File: config.mk
export PLATFORM = sky130hd
export DESIGN_NAME = pc_unit_flat
export DESIGN_NICKNAME = d
export VERILOG_FILES = /design/src/rtl/pc_if.sv /design/src/rtl/pc_unit.sv /design/src/flat_wrapper.sv
export SDC_FILE = /design/constraint.sdc
export NUM_CORES = 1
export LEC_CHECK = 0
export BUFFER_PORTS_ARGS = -buffer_cell sky130_fd_sc_hd__buf_4
export CORE_ASPECT_RATIO = 0.5
export CORE_UTILIZATION = 35
export DETAILED_ROUTE_END_ITERATION = 12
export GPL_ROUTABILITY_DRIVEN = 0
export MAX_ROUTING_LAYER = met4
export SETUP_SLACK_MARGIN = 0.05
export SLEW_MARGIN = 30
export SYNTH_ARGS = -nofsm -noshare
export SYNTH_HDL_FRONTEND = slang
export SYNTH_SLANG_ARGS = --single-unit
File: constraint.sdc
create_clock -name clk -period 4.4 [get_ports clk]
set_clock_uncertainty 0.15 [all_clocks]
set_input_delay 0.44 -clock clk [delete_from_list [all_inputs] [get_ports clk]]
set_output_delay 0.44 -clock clk [all_outputs]
set_load 0.05 [all_outputs]
File: src/rtl/pc_if.sv
// Bus between the next-PC logic (master) and the program-counter unit (slave).
// Width and CountWidth must match the pc_unit instance the interface is bound to.
interface pc_if #(
  parameter int unsigned Width      = 32,
  parameter int unsigned CountWidth = 32
);
  logic                  PCstall;
  logic                  PCredirect;
  logic [Width-1:0]      PCtarget;
  logic                  PChalt;
  logic                  PCresume;
  logic                  PCtrap;
  logic                  PCmret;
  logic [Width-1:0]      PCaddress;
  logic [Width-1:0]      PCplus;
  logic [Width-1:0]      PCepc;
  logic [1:0]            PCcause;
  logic                  PChalted;
  logic [CountWidth-1:0] PCcount;

  modport master (
    output PCstall, PCredirect, PCtarget, PChalt, PCresume, PCtrap, PCmret,
    input  PCaddress, PCplus, PCepc, PCcause, PChalted, PCcount
  );

  modport slave (
    input  PCstall, PCredirect, PCtarget, PChalt, PCresume, PCtrap, PCmret,
    output PCaddress, PCplus, PCepc, PCcause, PChalted, PCcount
  );
endinterface

File: src/rtl/pc_unit.sv
// Program-counter unit: owns the fetch address, with RUN/HALT control and an advance counter.
// Define PC_TRAP_EN to enable trap entry, misaligned-target detection, mret, PCepc and PCcause.
module pc_unit #(
  parameter int unsigned      Width       = 32,
  parameter logic [Width-1:0] ResetVector = '0,
  parameter logic [Width-1:0] TrapVector  = Width'(32'h0000_0100),
  parameter int unsigned      CountWidth  = 32
) (
  input logic  clk,
  input logic  PCrst,
  pc_if.slave  bus
);

  typedef enum logic {RUN, HALT} state_e;

  state_e                state_q;
  logic [Width-1:0]      addr_q;
  logic [CountWidth-1:0] count_q;
  logic [Width-1:0]      pc_plus;

  assign pc_plus = addr_q + Width'(4);

`ifdef PC_TRAP_EN
  localparam logic [1:0] CauseExternal   = 2'd1;
  localparam logic [1:0] CauseMisaligned = 2'd2;

  logic [Width-1:0] epc_q;
  logic [1:0]       cause_q;
  logic             misaligned;

  assign misaligned = bus.PCredirect && (bus.PCtarget[1:0] != 2'b00);
`endif

  // NOTE: every register here is written with <= inside one clocked block so all
  // updates take effect together at the edge; the async reset clears them without a clock.
  always_ff @(posedge clk or posedge PCrst) begin
    if (PCrst) begin
      state_q <= RUN;
      addr_q  <= ResetVector;
      count_q <= '0;
`ifdef PC_TRAP_EN
      epc_q   <= '0;
      cause_q <= 2'd0;
`endif
    end else begin
      case (state_q)
        RUN: begin
`ifdef PC_TRAP_EN
          if (bus.PCtrap || misaligned) begin
            epc_q   <= addr_q;
            cause_q <= bus.PCtrap ? CauseExternal : CauseMisaligned;
            addr_q  <= TrapVector;
            count_q <= count_q + CountWidth'(1);
          end else if (bus.PCmret) begin
            addr_q  <= epc_q;
            count_q <= count_q + CountWidth'(1);
          end else
`endif
          if (bus.PChalt) begin
            state_q <= HALT;
          end else if (bus.PCredirect) begin
            // Low bits are zero here in the trap build; otherwise they are silently dropped.
            addr_q  <= {bus.PCtarget[Width-1:2], 2'b00};
            count_q <= count_q + CountWidth'(1);
          end else if (!bus.PCstall) begin
            addr_q  <= pc_plus;
            count_q <= count_q + CountWidth'(1);
          end
        end
        HALT: begin
`ifdef PC_TRAP_EN
          if (bus.PCtrap) begin
            epc_q   <= addr_q;
            cause_q <= CauseExternal;
            addr_q  <= TrapVector;
            count_q <= count_q + CountWidth'(1);
            state_q <= RUN;
          end else
`endif
          if (bus.PCresume) begin
            addr_q  <= pc_plus;
            count_q <= count_q + CountWidth'(1);
            state_q <= RUN;
          end
        end
        default: state_q <= RUN;
      endcase
    end
  end

  assign bus.PCaddress = addr_q;
  assign bus.PCplus    = pc_plus;
  assign bus.PChalted  = (state_q == HALT);
  assign bus.PCcount   = count_q;

`ifdef PC_TRAP_EN
  assign bus.PCepc   = epc_q;
  assign bus.PCcause = cause_q;
`else
  logic unused_trap_inputs;
  assign unused_trap_inputs = ^{bus.PCtrap, bus.PCmret, bus.PCtarget[1:0]};
  assign bus.PCepc   = '0;
  assign bus.PCcause = 2'd0;
`endif

endmodule
File: src/flat_wrapper.sv
// flat-port wrapper written by rule: the top's interface ports become plain ports
module pc_unit_flat 
#(
  parameter int unsigned      Width       = 32,
  parameter logic [Width-1:0] ResetVector = '0,
  parameter logic [Width-1:0] TrapVector  = Width'(32'h0000_0100),
  parameter int unsigned      CountWidth  = 32
)
  (clk, PCrst, bus_PCstall, bus_PCredirect, bus_PCtarget, bus_PChalt, bus_PCresume, bus_PCtrap, bus_PCmret, bus_PCaddress, bus_PCplus, bus_PCepc, bus_PCcause, bus_PChalted, bus_PCcount);
  pc_if #(.Width(Width), .CountWidth(CountWidth)) bus_i ();
  input logic clk;
  input logic PCrst;
  input wire logic [$bits(bus_i.PCstall)-1:0] bus_PCstall;
  input wire logic [$bits(bus_i.PCredirect)-1:0] bus_PCredirect;
  input wire logic [$bits(bus_i.PCtarget)-1:0] bus_PCtarget;
  input wire logic [$bits(bus_i.PChalt)-1:0] bus_PChalt;
  input wire logic [$bits(bus_i.PCresume)-1:0] bus_PCresume;
  input wire logic [$bits(bus_i.PCtrap)-1:0] bus_PCtrap;
  input wire logic [$bits(bus_i.PCmret)-1:0] bus_PCmret;
  output wire logic [$bits(bus_i.PCaddress)-1:0] bus_PCaddress;
  output wire logic [$bits(bus_i.PCplus)-1:0] bus_PCplus;
  output wire logic [$bits(bus_i.PCepc)-1:0] bus_PCepc;
  output wire logic [$bits(bus_i.PCcause)-1:0] bus_PCcause;
  output wire logic [$bits(bus_i.PChalted)-1:0] bus_PChalted;
  output wire logic [$bits(bus_i.PCcount)-1:0] bus_PCcount;
  assign bus_i.PCstall = bus_PCstall;
  assign bus_i.PCredirect = bus_PCredirect;
  assign bus_i.PCtarget = bus_PCtarget;
  assign bus_i.PChalt = bus_PChalt;
  assign bus_i.PCresume = bus_PCresume;
  assign bus_i.PCtrap = bus_PCtrap;
  assign bus_i.PCmret = bus_PCmret;
  assign bus_PCaddress = bus_i.PCaddress;
  assign bus_PCplus = bus_i.PCplus;
  assign bus_PCepc = bus_i.PCepc;
  assign bus_PCcause = bus_i.PCcause;
  assign bus_PChalted = bus_i.PChalted;
  assign bus_PCcount = bus_i.PCcount;
  pc_unit #(.Width(Width), .ResetVector(ResetVector), .TrapVector(TrapVector), .CountWidth(CountWidth)) u_core (.clk(clk), .PCrst(PCrst), .bus(bus_i));
endmodule
==> flow_metrics.env <==
export IMPL_status="completed"
export IMPL_clk_pin_slew_ns=0.06
export IMPL_top_usage_layer="met2"
export IMPL_yosysSeqAreaShare=0.390
export IMPL_vias=3641
export IMPL_finalSetupViolations=0
export IMPL_r2r_end="u_core.bus.PCaddress[16]$_DFFE_PP0P_"
export IMPL_numCtsBuffers=9
export IMPL_crit_family="simple AND/OR/NAND/NOR gates"
export IMPL_fin_tns_setup_ns=0
export IMPL_insertion_delay_ns=0.32
export IMPL_path_buf_inv=1
export IMPL_p_sw_frac=0.525
export IMPL_multi_input_area_um2=2180
export IMPL_cts_tree="yes"
export IMPL_n_fill_cell=1098
export IMPL_place_ws_ns=1.46
export IMPL_grt_usage=0.184
export IMPL_antenna_found_initial=0
export IMPL_dp_hpwl_mm=7.47
export IMPL_comb_power_share=0.542
export IMPL_drv_cap=0
export IMPL_crit_path_end_kind="primary output"
export IMPL_dieArea_um2=12000
export IMPL_fmax_ghz=0.307
export IMPL_yosys_warnings=0
export IMPL_slew_headroom=0.497
export IMPL_port_buffers=128
export IMPL_rows=27
export IMPL_cts_root_buf="clkbuf_16"
export IMPL_grt_first_pass_wirelength_mm=17.0
export IMPL_rsz0062_at_grt="no"
export IMPL_syn_area_um2=4040
export IMPL_nets=612
export IMPL_power_leakage_nw=2.46
export IMPL_final_layout_size_suffix_gt1_frac=0.275
export IMPL_period_needed_ns=3.25
export IMPL_synthFlopType="dfrtp_1"
export IMPL_p_per_area_nw_per_um2=700
export IMPL_avgSynthCellArea_um2=8.95
export IMPL_synth_xor_area_share=0.128
export IMPL_drv_slew=0
export IMPL_cts_resized=0
export IMPL_met2_usage=0.304
export IMPL_pwr_share_clk=0.194
export IMPL_crit_chain="ha_1 -> nand3_1 -> nor3_1 -> and3_1 -> xor2_1 -> buf_4"
export IMPL_p_sw_mw=1.94
export IMPL_drcViolationCount=0
export IMPL_synth_top_family_by_area="simple AND/OR/NAND/NOR gates"
export IMPL_internal_power_mw=1.75
export IMPL_use_met3=0.0402
export IMPL_synth_simple_area_share=0.250
export IMPL_drtIter0Drc=151
export IMPL_grt_ovfl_total=0
export IMPL_synthMuxAreaShare=0.0124
export IMPL_r2r_start="u_core.bus.PCaddress[2]$_DFFE_PP0P_"
export IMPL_met1_usage=0.233
export IMPL_cts_sinks=63
export IMPL_drtPass1Iterations=4
export IMPL_ff2ff_path_depth=6
export IMPL_synthToLayoutAreaGrowth_pct=30.4
export IMPL_fin_ws_ns=1.15
export IMPL_fp_dieW_um=154
export IMPL_io_pins=171
export IMPL_arrival_ns=2.66
export IMPL_yosysTopAreaCellShare=0.390
export IMPL_antennaDiodeCount=0
export IMPL_synth_edf_count=0
export IMPL_synth_compound_area_frac=0.104
export IMPL_pwr_share_seq=0.264
export IMPL_syn_instance_count=452
export IMPL_finalWirelength_mm=10.6
export IMPL_worst_slew_pin_slew_ns=0.749
export IMPL_fin_crit_sh=0.739
export IMPL_synth_fa_ha_area_frac=0.00619
export IMPL_worst_setup_path_type="reg -> out"
export IMPL_h_tree_depth=3
export IMPL_max_stage_delay_ns=0.63
export IMPL_ctsHoldBuffers=0
export IMPL_synth_common_cells="dfrtp_1, nand3_1, buf_4, xnor2_1, nand2_1"
export IMPL_crit_required_ns=3.81
export IMPL_core_um2=11100
export IMPL_grt_max_degree=44
export IMPL_wl_per_cell_um=14.7
export IMPL_hold_viol_final=0
export IMPL_peakVddDrop_v=0.000544
export IMPL_synth_cell_types=48
export IMPL_postRouteAntennaNets=0
export IMPL_die_height_um=78.0
export IMPL_cp_start_kind="register"
export IMPL_yosys_area_top_type="dfrtp_1"
export IMPL_synth_area_leaders="dfrtp_1, xnor2_1, buf_4, nand3_1, xor2_1"
export IMPL_avgViaCountPerCell=5.06
export IMPL_reg2reg_setup_slack_ns=1.89
export IMPL_initial_utilization=0.364
export IMPL_yosysMostFrequentCell="dfrtp_1"
export IMPL_cts_buffer_depth=2
export IMPL_crit_slowest_cell="nor3_1"
export IMPL_min_path_type="in -> async"
export IMPL_cp_max_fo=7
export IMPL_regArea_um2=1580
export IMPL_synthArstFlopShare=1.00
export IMPL_cts_setup_buffers=0
export IMPL_grt_pass1_vias=3343
export IMPL_synth_seq_cells=63
==> sequential cells by signal, indices dropped and copies added (netlist names) <==
register and flops:
u_core.bus.PCaddress 30, u_core.bus.PChalted 1, u_core.bus.PCcount 32
==> power by group through the flow <==
stage / registers [mW] / clock network (mW) / logic, mW
floorplan: 1.37 / 0 / 1.08
global placement: 0.976 / 0 / 2.00
detailed placement: 0.979 / 0 / 2.01
CTS: 0.971 / 0.736 / 2.01
global route: 1.01 / 0.769 / 2.11
finish: 0.973 / 0.717 / 2.00
==> cells by family (layout without fill, tap and decap cells) <==
group                      after synthesis  in the layout
AOI/OAI and AO/OA                       69             69
muxes                                    5              5
DFF                                     63             63
adders and majority gates                2              2
xor gates and xnor gates                59             59
buffers and inverters                   71            157
other                                    1             38
and+or+nand+nor                        182            182
==> layout make-up <==
type	instances	area share
clock buffers	10	0.0453
well taps	145	0.0344
multi-input cells	355	0.413
clock inverters	6	0.0130
repair buffers	133	0.189
inverters	8	0.00569
flip-flops and latches	63	0.299
==> stage by stage <==
stage / instance area (um2) / hold WS (ns) / total power, mW / cells / util
finish: 5270 / 0.0971 / 3.69 / 720 / 0.475
global route: 5270 / 0.164 / 3.88 / 720 / 0.475
detailed placement: 4970 / 0.318 / 2.99 / 704 / 0.447
global placement: 4960 / 0.308 / 2.97 / 704 / 0.446
CTS: 5270 / 0.118 / 3.72 / 720 / 0.475
floorplan: 4180 / 0.381 / 2.45 / 489 / -
==> cell usage in the layout, fill, tap and decap left out, types with 6 or more instances in the layout <==
cell type	count
inv_1	7
conb_1	38
and4_1	6
xor2_1	22
nor2_1	24
buf_4	133
nand3_1	43
and3_1	16
o22ai_1	6
clkbuf_16	9
o21ai_0	18
nand4_1	18
dfrtp_1	63
a21oi_1	23
nor3_1	9
xnor2_1	37
nor4_1	7
nand2_1	31
==> worst max-delay path by stage <==
stage	startpoint	end	slack, ns	cells after the start
after floorplan	u_core.bus.PCaddress[2]$_DFFE_PP0P_	bus_PCplus[28]	1.01	6
after global placement	u_core.bus.PCaddress[4]$_DFFE_PP0P_	bus_PCplus[31]	1.46	6
after detailed placement	u_core.bus.PCaddress[4]$_DFFE_PP0P_	bus_PCplus[31]	1.46	6
after CTS	u_core.bus.PCaddress[4]$_DFFE_PP0P_	bus_PCplus[31]	1.11	6
after global routing	u_core.bus.PCaddress[2]$_DFFE_PP0P_	bus_PCplus[14]	0.97	6
final	u_core.bus.PCaddress[2]$_DFFE_PP0P_	bus_PCplus[16]	1.15	6
==> worst reg2reg max path: stages, from the launching register on <==
cell and delay, ns:
dfrtp_1 0.50, ha_1 0.32, nand3_1 0.21, nor3_1 0.63
and3_1 0.31, a31oi_1 0.10, o22a_1 0.19
==> routing by layer <==
layer  wire length [um]  up-vias
li1                   -     1775
met5                  0        -
met4                 54        0
met2               5130      120
met3                475        6
met1               4940     1740
Power figures use the tool's default switching activity.
